### src/rtl/tt_pkg.sv
// rtl/tt_pkg.sv - shared types and limits for the truth-table sweeper
package tt_pkg;

  typedef enum logic [1:0] {
    IDLE  = 2'd0,
    DRIVE = 2'd1,
    DONE  = 2'd2
  } tt_state_t;

  localparam int TT_MAX_N_IN = 6;

endpackage

### src/rtl/tt_hold_timer.sv
// rtl/tt_hold_timer.sv - per-minterm hold counter, ticks on the last cycle of each hold window
module tt_hold_timer #(
  parameter int HOLD_CYCLES = 4
) (
  input  logic clk,
  input  logic rst_n,
  input  logic en,
  output logic tick
);

  logic [7:0] hold_cnt;

  assign tick = en && (hold_cnt == 8'(HOLD_CYCLES - 1));

  // Count up while enabled, wrap on tick; held at zero outside a sweep so
  // every new sweep starts with a full hold window.
  always_ff @(posedge clk or negedge rst_n) begin
    if (!rst_n) begin
      hold_cnt <= '0;
    end else if (!en || tick) begin
      hold_cnt <= '0;
    end else begin
      hold_cnt <= hold_cnt + 8'd1;
    end
  end

endmodule

### src/rtl/truth_table_sweeper.sv
// rtl/truth_table_sweeper.sv - sweeps all minterms, captures f, compares to golden (option: TT_FIRST_FAIL_EN)
module truth_table_sweeper
  import tt_pkg::*;
#(
  parameter int N_IN        = 4,
  parameter int HOLD_CYCLES = 4
) (
  input  logic                   clk,
  input  logic                   rst_n,
  input  logic                   start,
  input  logic [(1<<N_IN)-1:0]   expected,
  input  logic                   f,
  output logic [N_IN-1:0]        stim,
  output logic                   busy,
  output logic                   done,
  output logic                   pass,
  output logic [(1<<N_IN)-1:0]   captured
`ifdef TT_FIRST_FAIL_EN
  ,
  output logic                   fail_valid,
  output logic [N_IN-1:0]        first_fail
`endif
);

  localparam int W = 1 << N_IN;

  if (N_IN < 2 || N_IN > TT_MAX_N_IN) begin : g_bad_n_in
    $error("truth_table_sweeper: N_IN out of range");
  end
  if (HOLD_CYCLES < 2 || HOLD_CYCLES > 255) begin : g_bad_hold
    $error("truth_table_sweeper: HOLD_CYCLES out of range");
  end

  tt_state_t       state, state_next;
  logic [N_IN-1:0] idx;
  logic [W-1:0]    exp_q;
  logic [W-1:0]    captured_next;
  logic            accept;
  logic            tick;
  logic            last;

  assign last = (idx == {N_IN{1'b1}});

  tt_hold_timer #(.HOLD_CYCLES(HOLD_CYCLES)) u_timer (
    .clk   (clk),
    .rst_n (rst_n),
    .en    (busy),
    .tick  (tick)
  );

  // State register.
  always_ff @(posedge clk or negedge rst_n) begin
    if (!rst_n) state <= IDLE;
    else        state <= state_next;
  end

  // Next-state decode and state-derived outputs; start outside IDLE is dropped.
  always_comb begin
    state_next = state;
    accept     = 1'b0;
    case (state)
      IDLE: if (start) begin
        state_next = DRIVE;
        accept     = 1'b1;
      end
      DRIVE: if (tick && last) state_next = DONE;
      DONE:  state_next = IDLE;
      default: state_next = IDLE;
    endcase
    busy = (state == DRIVE);
    done = (state == DONE);
    stim = busy ? idx : '0;
  end

  // Capture vector including the bit being sampled this cycle, so the final
  // compare sees all minterms in the same edge that moves us to DONE.
  always_comb begin
    captured_next      = captured;
    captured_next[idx] = f;
  end

`ifdef TT_FIRST_FAIL_EN
  function automatic logic [N_IN-1:0] lowest_set(input logic [W-1:0] v);
    lowest_set = '0;
    for (int i = W - 1; i >= 0; i--) begin
      if (v[i]) lowest_set = N_IN'(i);
    end
  endfunction
`endif

  // Minterm index, capture register and registered compare results.
  always_ff @(posedge clk or negedge rst_n) begin
    if (!rst_n) begin
      idx      <= '0;
      captured <= '0;
      exp_q    <= '0;
      pass     <= 1'b0;
`ifdef TT_FIRST_FAIL_EN
      fail_valid <= 1'b0;
      first_fail <= '0;
`endif
    end else if (accept) begin
      idx      <= '0;
      captured <= '0;
      exp_q    <= expected;
      pass     <= 1'b0;
`ifdef TT_FIRST_FAIL_EN
      fail_valid <= 1'b0;
      first_fail <= '0;
`endif
    end else if (tick) begin
      captured <= captured_next;
      if (last) begin
        pass <= (captured_next == exp_q);
`ifdef TT_FIRST_FAIL_EN
        fail_valid <= (captured_next != exp_q);
        first_fail <= lowest_set(captured_next ^ exp_q);
`endif
      end else begin
        idx <= idx + 1'b1;
      end
    end
  end

endmodule

### config.mk
export PLATFORM = sky130hd
export DESIGN_NAME = truth_table_sweeper
export DESIGN_NICKNAME = d
export VERILOG_FILES = /design/src/rtl/tt_pkg.sv /design/src/rtl/tt_hold_timer.sv /design/src/rtl/truth_table_sweeper.sv
export SDC_FILE = /design/constraint.sdc
export NUM_CORES = 1
export LEC_CHECK = 0
export ABC_CLOCK_PERIOD_IN_PS = 1910
export CAP_MARGIN = 30
export CELL_PAD_IN_SITES_DETAIL_PLACEMENT = 1
export CELL_PAD_IN_SITES_GLOBAL_PLACEMENT = 1
export CORE_MARGIN = 4
export CORE_UTILIZATION = 37
export DETAILED_ROUTE_END_ITERATION = 8
export PLACE_DENSITY = 0.78
export REMOVE_ABC_BUFFERS = 1
export SYNTH_ARGS = -nofsm -noshare
export SYNTH_HDL_FRONTEND = slang
export SYNTH_SLANG_ARGS = --single-unit
### constraint.sdc
create_clock -name clk -period 1.91 [get_ports clk]
set_clock_uncertainty 0.05 [all_clocks]
set_input_delay 0.382 -clock clk [delete_from_list [all_inputs] [get_ports clk]]
set_output_delay 0.382 -clock clk [all_outputs]
set_load 0.03 [all_outputs]
==> flow_summary_export.csv <==
group,metric,value,unit
status,outcome,"finished with violations",
status,violations,"setup timing",
power_and_ir_drop,p_leak,1.821,nW
clock_network,cts_max_path_buffers,2,
power_and_ir_drop,pwr-share-seq,29.1,%
yosys,synth.cell_area,2730,sq um
timing,slew_viol_final,0,
die,ioPinCount,43,
layout,stdcell_area,3944,sq um
yosys,synth-edff-count,0,
power_and_ir_drop,comb_power_share,57.1,%
grt,grt_pass1_vias,2759,
routing,vias,2654,
worst_setup_path,crit_buf_inv,1,
yosys,synth_top_flop_cell,"dfrtp_1",
yosys,ys_ff_latch,47,
worst_setup_path,worstSetupStartpointType,"flip-flop",
layout,syn_to_final_growth,44.45,%
routing,antenna_left,0,
place,placed_area,3482,sq um
worst_setup_path,critPathTopFamily,"compound AO/OA/AOI/OAI gates",
grt,grt_pass1_wl,14230,um
place,place.gp.congestion,0.8614,
grt,overflow,0,
clock_network,clkTransAtPathRegs,0.09,ns
die,die-area,8817,sq um
timing,finalHoldViolCount,0,
place,dp_hpwl,6045,um
yosys,yosysWarnings,0,
timing,setup_violations,2,
routing,wl_met3,328,um
routing,highest_layer,"met4",
clock_network,cts_tree,"built",
die,initial_core_util,37.84,%
routing,first_iter_violations,137,
yosys,postSynthCellCount,300,
routing,routed_wl,9326,um
routing,drc,0,
timing,timing.hold.ws,0.4670,ns
worst_setup_path,worstPathArrival,2.16,ns
yosys,synth.distinct_cells,57,
routing,viasPerCell,5.439,
timing,worst_pin_slew,0.5146,ns
clock_network,cts_max_level,2,
timing,fin_ws,-0.08048,ns
grt,grt_max_degree,29,
layout,num_antenna_cells,0,
die,coreArea,7214,sq um
power_and_ir_drop,sw_frac_of_total,42.41,%
clock_network,cts_sinks,47,
power_and_ir_drop,ir_drop,0.0004560,V
worst_setup_path,path_cells,"buf_6 -> ha_4 -> or4bb_1 -> o211ai_1 -> o2111a_1 -> o2111ai_2 -> o31ai_2",
die,die_h,93.90,um
worst_setup_path,cpMaxStageDelayCell,"dfrtp_2",
worst_setup_path,critical_path_class,"reg -> reg",
timing,fin_crit_sh,104.2,%
routing,routedWlPerCell,19.11,um
die,rows,31,
timing,rsz0062_at_grt,"true",
clock_network,root_buffer,"clkbuf_8",
place,numPortBuffers,42,
power_and_ir_drop,p_per_area,1436,nW/um^2
layout,nets,413,
routing,dr.pass1.iters,4,
routing,wl_met1,4099,um
hold_path,hold_path_class,"reg -> reg",
power_and_ir_drop,netSwitchingPower,0.002401,W
timing,fmax,502.4,MHz
grt,antenna_found_initial,0,
die,die_w,93.90,um
clock_network,cts_made_buffers,5,
worst_setup_path,path_max_fanout,6,
yosys,ys_seq_area_share,43.08,%
yosys,syn_avg_cell_area,9.100,sq um
worst_setup_path,worst_path_largest_cell_delay,0.46,ns
timing,min_period,1.990,ns
timing,maxSlewHeadroom,65.70,%
worst_setup_path,required,2.08,ns
yosys,synth-async-reset-ratio,100.0,%
routing,wl_met2,4673,um
power_and_ir_drop,clkPwrFrac,13.8,%
power_and_ir_drop,p_int,0.003261,W
layout,fin_util,54.67,%
worst_setup_path,endpoint_kind,"flip-flop",
clock_network,clk-insertion-delay-late,0.31,ns
layout,drive_above_1_share,29.05,%
run,maxCapViolCount,0,
grt,grt_usage,20.70,%
[per-layer routing]
| metal | vias up | track usage [%] |
|---|---|---|
| met4 | 0 | 5.897 |
| met1 | 1343 | 27.46 |
| met2 | 75 | 35.25 |
| met3 | 16 | 2.644 |
| li1 | 1220 | - |
| met5 | - | 0 |
[per-stage QoR]
| step | setup TNS, ns | total power [W] | instances | setup slack (ns) |
|---|---|---|---|---|
| final | -0.1153 | 0.005662 | 488 | -0.08048 |
| after global routing | -1.603 | 0.006020 | 488 | -0.1871 |
| after CTS | -0.1004 | 0.005160 | 475 | -0.1004 |
| after detailed placement | -0.3586 | 0.004184 | 460 | -0.3586 |
| after global placement | -0.2183 | 0.004082 | 460 | -0.2183 |
| after floorplan | -4.678 | 0.003012 | 279 | -0.2587 |
[cell usage in the layout, fill, tap and decap left out, drive strengths merged, types with 4 or more instances in the layout]
master | synthesis | routed
a32o | 4 | 4
nand2 | 62 | 62
nand3b | 6 | 6
nor2b | 7 | 7
o21ai | 30 | 30
inv | 6 | 6
a21oi | 17 | 17
mux2i | 8 | 8
clkbuf | 9 | 6
dfrtp | 47 | 47
nor3b | 4 | 4
nor3 | 4 | 4
and3 | 5 | 5
ha | 5 | 5
nor2 | 15 | 15
nand3 | 7 | 7
xor2 | 6 | 6
buf | 12 | 65
and2 | 4 | 4
clkdlybuf4s50 | 0 | 34
xnor2 | 12 | 12
[path summary, 6_finish.rpt]
| check | startpoint | endpoint | slack (ns) | cells after the start |
|---|---|---|---|---|
| min in group asynchronous | rst_n | captured[12] | 0.54 | 2 |
| setup / recovery | idx[1] | pass | -0.08 | 7 |
| max in group asynchronous | rst_n | idx[1] | 0.74 | 3 |
| hold reg to reg | exp_q[7] | exp_q[7] | 0.47 | 2 |
| setup reg to reg | idx[1] | pass | -0.08 | 7 |
| hold / removal | exp_q[7] | exp_q[7] | 0.47 | 2 |
[sequential cells by signal (all words and copies together), names as in the netlist]
register and flops:
captured 16, pass 1, u_timer.hold_cnt 8, exp_q 16
idx 4, state 2
[area by class of cell]
cell class / count / area [sq um]
fillers: 855 / 3271
clock buffers: 6 / 82.58
repair buffers: 102 / 924.6
multi-input cells: 226 / 1575
inverters: 6 / 25.02
clock inverters: 2 / 35.03
flip-flops and latches: 47 / 1177
well taps: 99 / 123.9
[worst min-delay path: stages, from the launching register on]
cell and delay (ns):
dfrtp_1 0.37, nand2_1 0.06, nand2_1 0.06
[synthesized netlist by cell type (2+ instances only)]
cell,count,area share (%)
buf_1,2,0.28
a32o_1,4,1.5
buf_6,3,1.2
nand3b_1,5,1.4
nand2_1,62,8.5
xor2_1,6,1.9
nor2_1,14,1.9
and3_1,4,0.92
xnor2_1,12,3.8
nor3b_1,2,0.55
inv_1,6,0.82
nor3_1,3,0.55
o211ai_1,2,0.55
mux2i_1,8,2.9
nand3_1,6,1.1
nand4b_1,2,0.64
and2_1,4,0.92
dfrtp_1,47,43
buf_2,6,1.1
ha_1,5,2.3
o21ai_1,2,0.37
a2111oi_2,2,1.1
clkbuf_1,9,1.2
a21oi_1,17,3.1
o21ai_0,28,5.1
nand4_1,2,0.46
nor2b_1,7,1.6
[cell families after synthesis]
group	Yosys count	synth area share [%]
fa+ha+maj	5	2.291
xor+xnor	18	5.774
mux	8	2.933
simple gates	129	25.76
flops	47	43.08
buf+inv	27	4.950
compound gates	66	15.22
[what timing repair did]
action                     4_1_cts  5_1_grt
hold buffers                     1        0
hold endpoints to repair        19        0
setup buffers                    6       14
setup endpoints to repair       21       26
resized for setup               15       42
pin swaps                        1       19
[power groups by stage]
stage	clock, W	combinational [W]	sequential (W)
2_1_floorplan	0	0.00130	0.00171
3_3_place_gp	0	0.00247	0.00161
3_5_place_dp	0	0.00256	0.00163
4_1_cts	0.000802	0.00274	0.00162
5_1_grt	0.000834	0.00349	0.00169
6_report	0.000783	0.00323	0.00165
No activity file was read; power rests on OpenSTA's default activity.
